### src/rtl/data_mem_ctrl_if.sv
// Backing-memory req/ack port used by the MEM-stage data-memory controller.
// The controller takes the master modport. The memory model takes the slave modport.
interface data_mem_ctrl_if #(
  parameter int ADDR_W = 32,
  parameter int DATA_W = 32
);
  logic              mem_req_o;
  logic              mem_we_o;
  logic [ADDR_W-1:0] mem_addr_o;
  logic [DATA_W-1:0] mem_wdata_o;
  logic              mem_ack_i;
  logic [DATA_W-1:0] mem_rdata_i;

  modport master (
    output mem_req_o,
    output mem_we_o,
    output mem_addr_o,
    output mem_wdata_o,
    input  mem_ack_i,
    input  mem_rdata_i
  );

  modport slave (
    input  mem_req_o,
    input  mem_we_o,
    input  mem_addr_o,
    input  mem_wdata_o,
    output mem_ack_i,
    output mem_rdata_i
  );
endinterface

### src/rtl/data_mem_ctrl.sv
// MEM-stage data-memory responder.
// Each load or store from EX/MEM becomes one req/ack access on the backing memory.
// The pipeline is stalled until the access reaches DONE.
// Optional feature macro: LAST_READ_BYPASS_EN. It adds a one-entry last-read buffer.
// A load that hits this buffer completes without a memory access.
module data_mem_ctrl #(
  parameter int ADDR_W = 32,
  parameter int DATA_W = 32
) (
  input  logic                 clk,
  input  logic                 rst_n_i,
  input  logic                 MemRead_i,
  input  logic                 MemWrite_i,
  input  logic [ADDR_W-1:0]    Addr_i,
  input  logic [DATA_W-1:0]    WriteData_i,
  output logic [DATA_W-1:0]    ReadData_o,
  output logic                 stall_o,
  data_mem_ctrl_if.master      mem
);

  typedef enum logic [1:0] {IDLE, BUSY, DONE} state_t;

  state_t              r_state;
  state_t              w_nextState;
  logic                w_stall;
  logic                w_request;
  logic                w_isLoad;
  logic                w_hit;
  logic [DATA_W-1:0]   w_bufData;
  logic                w_unusedAddrBits;

  logic                r_memReq;
  logic                r_memWe;
  logic [ADDR_W-1:0]   r_memAddr;
  logic [DATA_W-1:0]   r_memWdata;
  logic [DATA_W-1:0]   r_readData;

  // A request is any load or store. A store always wins when both are set.
  assign w_request        = MemRead_i | MemWrite_i;
  assign w_isLoad         = MemRead_i & ~MemWrite_i;
  assign w_unusedAddrBits = ^Addr_i[1:0];

`ifdef LAST_READ_BYPASS_EN
  logic                r_bufValid;
  logic [ADDR_W-3:0]   r_bufTag;
  logic [DATA_W-1:0]   r_bufData;

  assign w_hit     = (r_state == IDLE) && w_isLoad && r_bufValid &&
                     (r_bufTag == Addr_i[ADDR_W-1:2]);
  assign w_bufData = r_bufData;

  // Last-read buffer: filled by every completed load; written through by matching stores
  always_ff @(posedge clk or negedge rst_n_i) begin
    if (!rst_n_i) begin
      r_bufValid <= 1'b0;
      r_bufTag   <= '0;
      r_bufData  <= '0;
    end else if ((r_state == BUSY) && mem.mem_ack_i) begin
      if (!r_memWe) begin
        r_bufValid <= 1'b1;
        r_bufTag   <= r_memAddr[ADDR_W-1:2];
        r_bufData  <= mem.mem_rdata_i;
      end else if (r_bufValid && (r_bufTag == r_memAddr[ADDR_W-1:2])) begin
        r_bufData  <= r_memWdata;
      end
    end
  end
`else
  assign w_hit     = 1'b0;
  assign w_bufData = '0;
`endif

  // State register
  always_ff @(posedge clk or negedge rst_n_i) begin
    if (!rst_n_i) r_state <= IDLE;
    else          r_state <= w_nextState;
  end

  // Next-state and stall decode; DONE releases the pipeline and never re-issues
  always_comb begin
    w_nextState = r_state;
    w_stall     = 1'b0;
    case (r_state)
      IDLE: begin
        if (w_request) begin
          w_stall     = 1'b1;
          w_nextState = w_hit ? DONE : BUSY;
        end
      end
      BUSY: begin
        w_stall = 1'b1;
        if (mem.mem_ack_i) w_nextState = DONE;
      end
      DONE: w_nextState = IDLE;
      default: w_nextState = IDLE;
    endcase
  end

  // Memory-port registers and load-data register; held stable across BUSY until the ack
  always_ff @(posedge clk or negedge rst_n_i) begin
    if (!rst_n_i) begin
      r_memReq   <= 1'b0;
      r_memWe    <= 1'b0;
      r_memAddr  <= '0;
      r_memWdata <= '0;
      r_readData <= '0;
    end else begin
      case (r_state)
        IDLE: begin
          if (w_request) begin
            if (w_hit) begin
              r_readData <= w_bufData;
            end else begin
              r_memReq   <= 1'b1;
              r_memWe    <= MemWrite_i;
              r_memAddr  <= {Addr_i[ADDR_W-1:2], 2'b00};
              r_memWdata <= WriteData_i;
            end
          end
        end
        BUSY: begin
          if (mem.mem_ack_i) begin
            r_memReq <= 1'b0;
            if (!r_memWe) r_readData <= mem.mem_rdata_i;
          end
        end
        default: ;
      endcase
    end
  end

  assign stall_o         = rst_n_i & w_stall;
  assign ReadData_o      = r_readData;
  assign mem.mem_req_o   = r_memReq;
  assign mem.mem_we_o    = r_memWe;
  assign mem.mem_addr_o  = r_memAddr;
  assign mem.mem_wdata_o = r_memWdata;

endmodule

### src/flat_wrapper.sv
// flat-port wrapper written by rule: the top's interface ports become plain ports
module data_mem_ctrl_flat 
#(
  parameter int ADDR_W = 32,
  parameter int DATA_W = 32
)
  (clk, rst_n_i, MemRead_i, MemWrite_i, Addr_i, WriteData_i, ReadData_o, stall_o, mem_mem_req_o, mem_mem_we_o, mem_mem_addr_o, mem_mem_wdata_o, mem_mem_ack_i, mem_mem_rdata_i);
  data_mem_ctrl_if #(.ADDR_W(ADDR_W), .DATA_W(DATA_W)) mem_i ();
  input  logic clk;
  input  logic rst_n_i;
  input  logic MemRead_i;
  input  logic MemWrite_i;
  input  logic [ADDR_W-1:0] Addr_i;
  input  logic [DATA_W-1:0] WriteData_i;
  output logic [DATA_W-1:0] ReadData_o;
  output logic stall_o;
  output wire logic [$bits(mem_i.mem_req_o)-1:0] mem_mem_req_o;
  output wire logic [$bits(mem_i.mem_we_o)-1:0] mem_mem_we_o;
  output wire logic [$bits(mem_i.mem_addr_o)-1:0] mem_mem_addr_o;
  output wire logic [$bits(mem_i.mem_wdata_o)-1:0] mem_mem_wdata_o;
  input wire logic [$bits(mem_i.mem_ack_i)-1:0] mem_mem_ack_i;
  input wire logic [$bits(mem_i.mem_rdata_i)-1:0] mem_mem_rdata_i;
  assign mem_mem_req_o = mem_i.mem_req_o;
  assign mem_mem_we_o = mem_i.mem_we_o;
  assign mem_mem_addr_o = mem_i.mem_addr_o;
  assign mem_mem_wdata_o = mem_i.mem_wdata_o;
  assign mem_i.mem_ack_i = mem_mem_ack_i;
  assign mem_i.mem_rdata_i = mem_mem_rdata_i;
  data_mem_ctrl #(.ADDR_W(ADDR_W), .DATA_W(DATA_W)) u_core (.clk(clk), .rst_n_i(rst_n_i), .MemRead_i(MemRead_i), .MemWrite_i(MemWrite_i), .Addr_i(Addr_i), .WriteData_i(WriteData_i), .ReadData_o(ReadData_o), .stall_o(stall_o), .mem(mem_i));
endmodule
### config.mk
export PLATFORM = sky130hd
export DESIGN_NAME = data_mem_ctrl_flat
export DESIGN_NICKNAME = d
export VERILOG_FILES = /design/src/rtl/data_mem_ctrl_if.sv /design/src/rtl/data_mem_ctrl.sv /design/src/flat_wrapper.sv
export SDC_FILE = /design/constraint.sdc
export NUM_CORES = 1
export LEC_CHECK = 0
export ABC_CLOCK_PERIOD_IN_PS = 2080
export CAP_MARGIN = 20
export CORE_MARGIN = 1
export CORE_UTILIZATION = 24
export DETAILED_ROUTE_END_ITERATION = 8
export SYNTH_ARGS = -nofsm -noshare
export SYNTH_HDL_FRONTEND = slang
export SYNTH_SLANG_ARGS = --single-unit
### constraint.sdc
create_clock -name clk -period 2.08 [get_ports clk]
set_input_delay 0.208 -clock clk [delete_from_list [all_inputs] [get_ports clk]]
set_output_delay 0.208 -clock clk [all_outputs]
set_load 0.03 [all_outputs]
==> results of run 1 <==
==> power groups by stage <==
stage	Combinational (mW)	Clock [mW]	Sequential (mW)
2_1_floorplan	1.43	0	5.24
3_3_place_gp	5.65	0	3.36
3_5_place_dp	5.68	0	3.39
4_1_cts	5.70	1.83	3.38
5_1_grt	5.91	1.89	3.50
6_report	5.63	1.75	3.36
==> path summary, 6_finish.rpt <==
path | endpoint
max | stall_o
max in group asynchronous | u_core.ReadData_o[25]
min in group clk | u_core.mem.mem_addr_o[2]
max reg2reg | u_core.ReadData_o[11]
min reg2reg | u_core.mem.mem_wdata_o[30]
min | u_core.mem.mem_addr_o[24]
==> area by class of cell <==
class / count / area, sq um / area share [%]
clock inverters: 5 / 80.1 / 1.27
clock buffers: 10 / 229 / 3.63
well taps: 211 / 264 / 4.18
flip-flops and latches: 98 / 2450 / 38.8
multi-input cells: 108 / 1270 / 20.1
diodes: 1 / 2.50 / 0.0396
repair buffers: 201 / 2020 / 32.0
==> registers in the layout (all words and copies together) (netlist names) <==
signal,cells
u_core.mem.mem_addr_o,30
u_core.ReadData_o,32
u_core.mem.mem_wdata_o,32
u_core.mem.mem_req_o,1
u_core.mem.mem_we_o,1
u_core.r_state,2
==> metal layers <==
metal / up-vias / share of wire (%) / track usage (%)
li1: 1163 / - / -
met1: 1283 / 40 / 12.5
met2: 125 / 47 / 19.4
met3: 10 / 11 / 5.99
met4: 0 / 1.6 / 4.78
met5: - / 0 / 0
==> cells by family (layout without fill, tap and decap cells) <==
logic type,count (synthesis),in the layout,share of synthesized area [%]
AND/OR/NAND/NOR,8,8,1.43
buffers and inverters,13,216,3.60
other,1,3,0.0973
flip-flops,98,98,63.6
AO/OA/AOI/OAI,4,4,0.844
multiplexers,94,94,30.4
==> synth_stat cells <==
library cell  instances  area, sq um
nand2_1               1         3.75
nor2b_1               1         6.26
and3b_1               1         8.76
a211oi_1              1         7.51
mux2_4               30          450
buf_12                3         60.1
nor3b_1               1         7.51
mux2_2               64          721
a22o_1                1         8.76
conb_1                1         3.75
buf_6                 1         11.3
a211o_1               1         8.76
nor3_1                1         5.00
dfrtp_1              98         2450
nor2_1                1         3.75
nor2b_4               1         13.8
buf_4                 9         67.6
nand2b_1              1         6.26
o21a_1                1         7.51
==> worst reg2reg max path, cell delays in order (launching register included) <==
cell	delay, ps
dfrtp_1	420
and3b_1	250
nor2b_4	280
buf_12	240
mux2_2	360
==> flow_summary.json, run 1 <==
{
  "numPortBuffers": 195,
  "critical_path_class": "flip-flop to output port",
  "hp-class": "primary input to asynchronous set/reset pin",
  "grt_pass1_vias": 2813,
  "cp.depth": 3,
  "r2r_start": "u_core.r_state[1]",
  "final_hold_viol_count": 0,
  "rr_worst_depth": 4,
  "hpwlAfterDp_mm": 6.63,
  "p_switching_mw": 4.07,
  "drive_above_1_share_pct": 27.7,
  "final_cell_count_no_fill": 634,
  "cts.htree.levels": 3,
  "clk_pin_slew_ps": 60,
  "status": "complete, no violations",
  "total_leakage_power_nw": 2.59,
  "fin_worst_skew_ps": 4.80,
  "max_freq_ghz": 0.523,
  "firstDrtPassIters": 3,
  "crit_path_cell_trace": "nor3_1, nor3b_1, clkdlybuf4s50_1",
  "dp_cells": 618,
  "power.total_mw": 10.7,
  "rsz0062_at_grt": "no",
  "rows": 45,
  "ys_seq_elements": 98,
  "wl_per_cell_um": 14.6,
  "ioPinCount": 200,
  "p_int_mw": 6.66,
  "finalSetupViolations": 0,
  "most-common-layout-cells": "clkdlybuf4s50_1 (194), dfrtp_1 (98), mux2_2 (64)",
  "synth_area_sq_um": 3850,
  "antenna_found_initial": 1,
  "start_util_pct": 25.0,
  "drt_wl_total_mm": 9.24,
  "grt_util_all_layers_pct": 11.7,
  "die_area_sq_um": 16600,
  "rrSetupSlack_ps": 420,
  "post_cts_resized": 0,
  "remaining_drc_errors": 0,
  "synth-seq-area-share_pct": 63.6,
  "cts_hold_buf": 0,
  "drt-initial-drc-count": 31,
  "whs_ps": 10.7,
  "slowest_delay_ps": 710,
  "critical_path_buf_inv_count": 1,
  "die_w_um": 129,
  "swShare_pct": 37.9,
  "ir_worst_vdd_mv": 0.963,
  "final_common_cell": "clkdlybuf4s50_1",
  "gp_congestion": 0.676,
  "cts-root-buf": "clkbuf_16",
  "syn_to_final_growth_pct": 63.9,
  "yosysUniqueCellTypes": 19,
  "ant_nets": 0,
  "die_h_um": 129,
  "drv_cap": 0,
  "gr-total-overflow": 0,
  "fin_util_pct": 40.9,
  "cts_inserted_buffers": 9,
  "power_density_nw_per_um2": 1700,
  "crit_family": "buffers and inverters",
  "yosysWarnings": 0,
  "period_needed_ps": 1910,
  "cts_max_path_buffers": 2,
  "final.setup.tns_ps": 0,
  "required_ps": 1870,
  "vias_per_cell": 4.07,
  "syn_avg_cell_area_sq_um": 17.7,
  "tightest_slew_ps": 675,
  "grt_max_degree": 52,
  "synthCells": 218,
  "n_fill_cell": 1447,
  "end_kind": "output port",
  "slew_headroom_pct": 55.0,
  "finalWorstSetupSlack_ps": 169,
  "cts_tree": "done",
  "power_frac_seq_pct": 31.3,
  "final_nets": 519,
  "combPwrFrac_pct": 52.5,
  "fin_area_sq_um": 6310,
  "grt_pass1_wl_mm": 14.5,
  "clock_power_share_pct": 16.3,
  "post-route-period-util_pct": 91.9,
  "startpoint_type": "flip-flop",
  "critPathSlowestCell": "clkdlybuf4s50_1",
  "final_max_slew_viol_count": 0,
  "crit_path_start": "u_core.r_state[0]",
  "clk_latency_ps": 340,
  "critPathMaxFanout": 5,
  "dp_slack_ps": 154,
  "cts.sinks": 98,
  "coreArea_sq_um": 15400,
  "vias": 2581,
  "post_cts_buffers": 0,
  "critPathArrivalTime_ps": 1700,
  "post_dp_cell_area_sq_um": 6000
}
Power figures use the tool's default switching activity.
==> run 2: changes to the inputs <==
Settings changed: TNS_END_PERCENT from default to 50.
==> results of run 2 <==
Same layout as run 1: the final DEF is identical, and so are final timing and power.
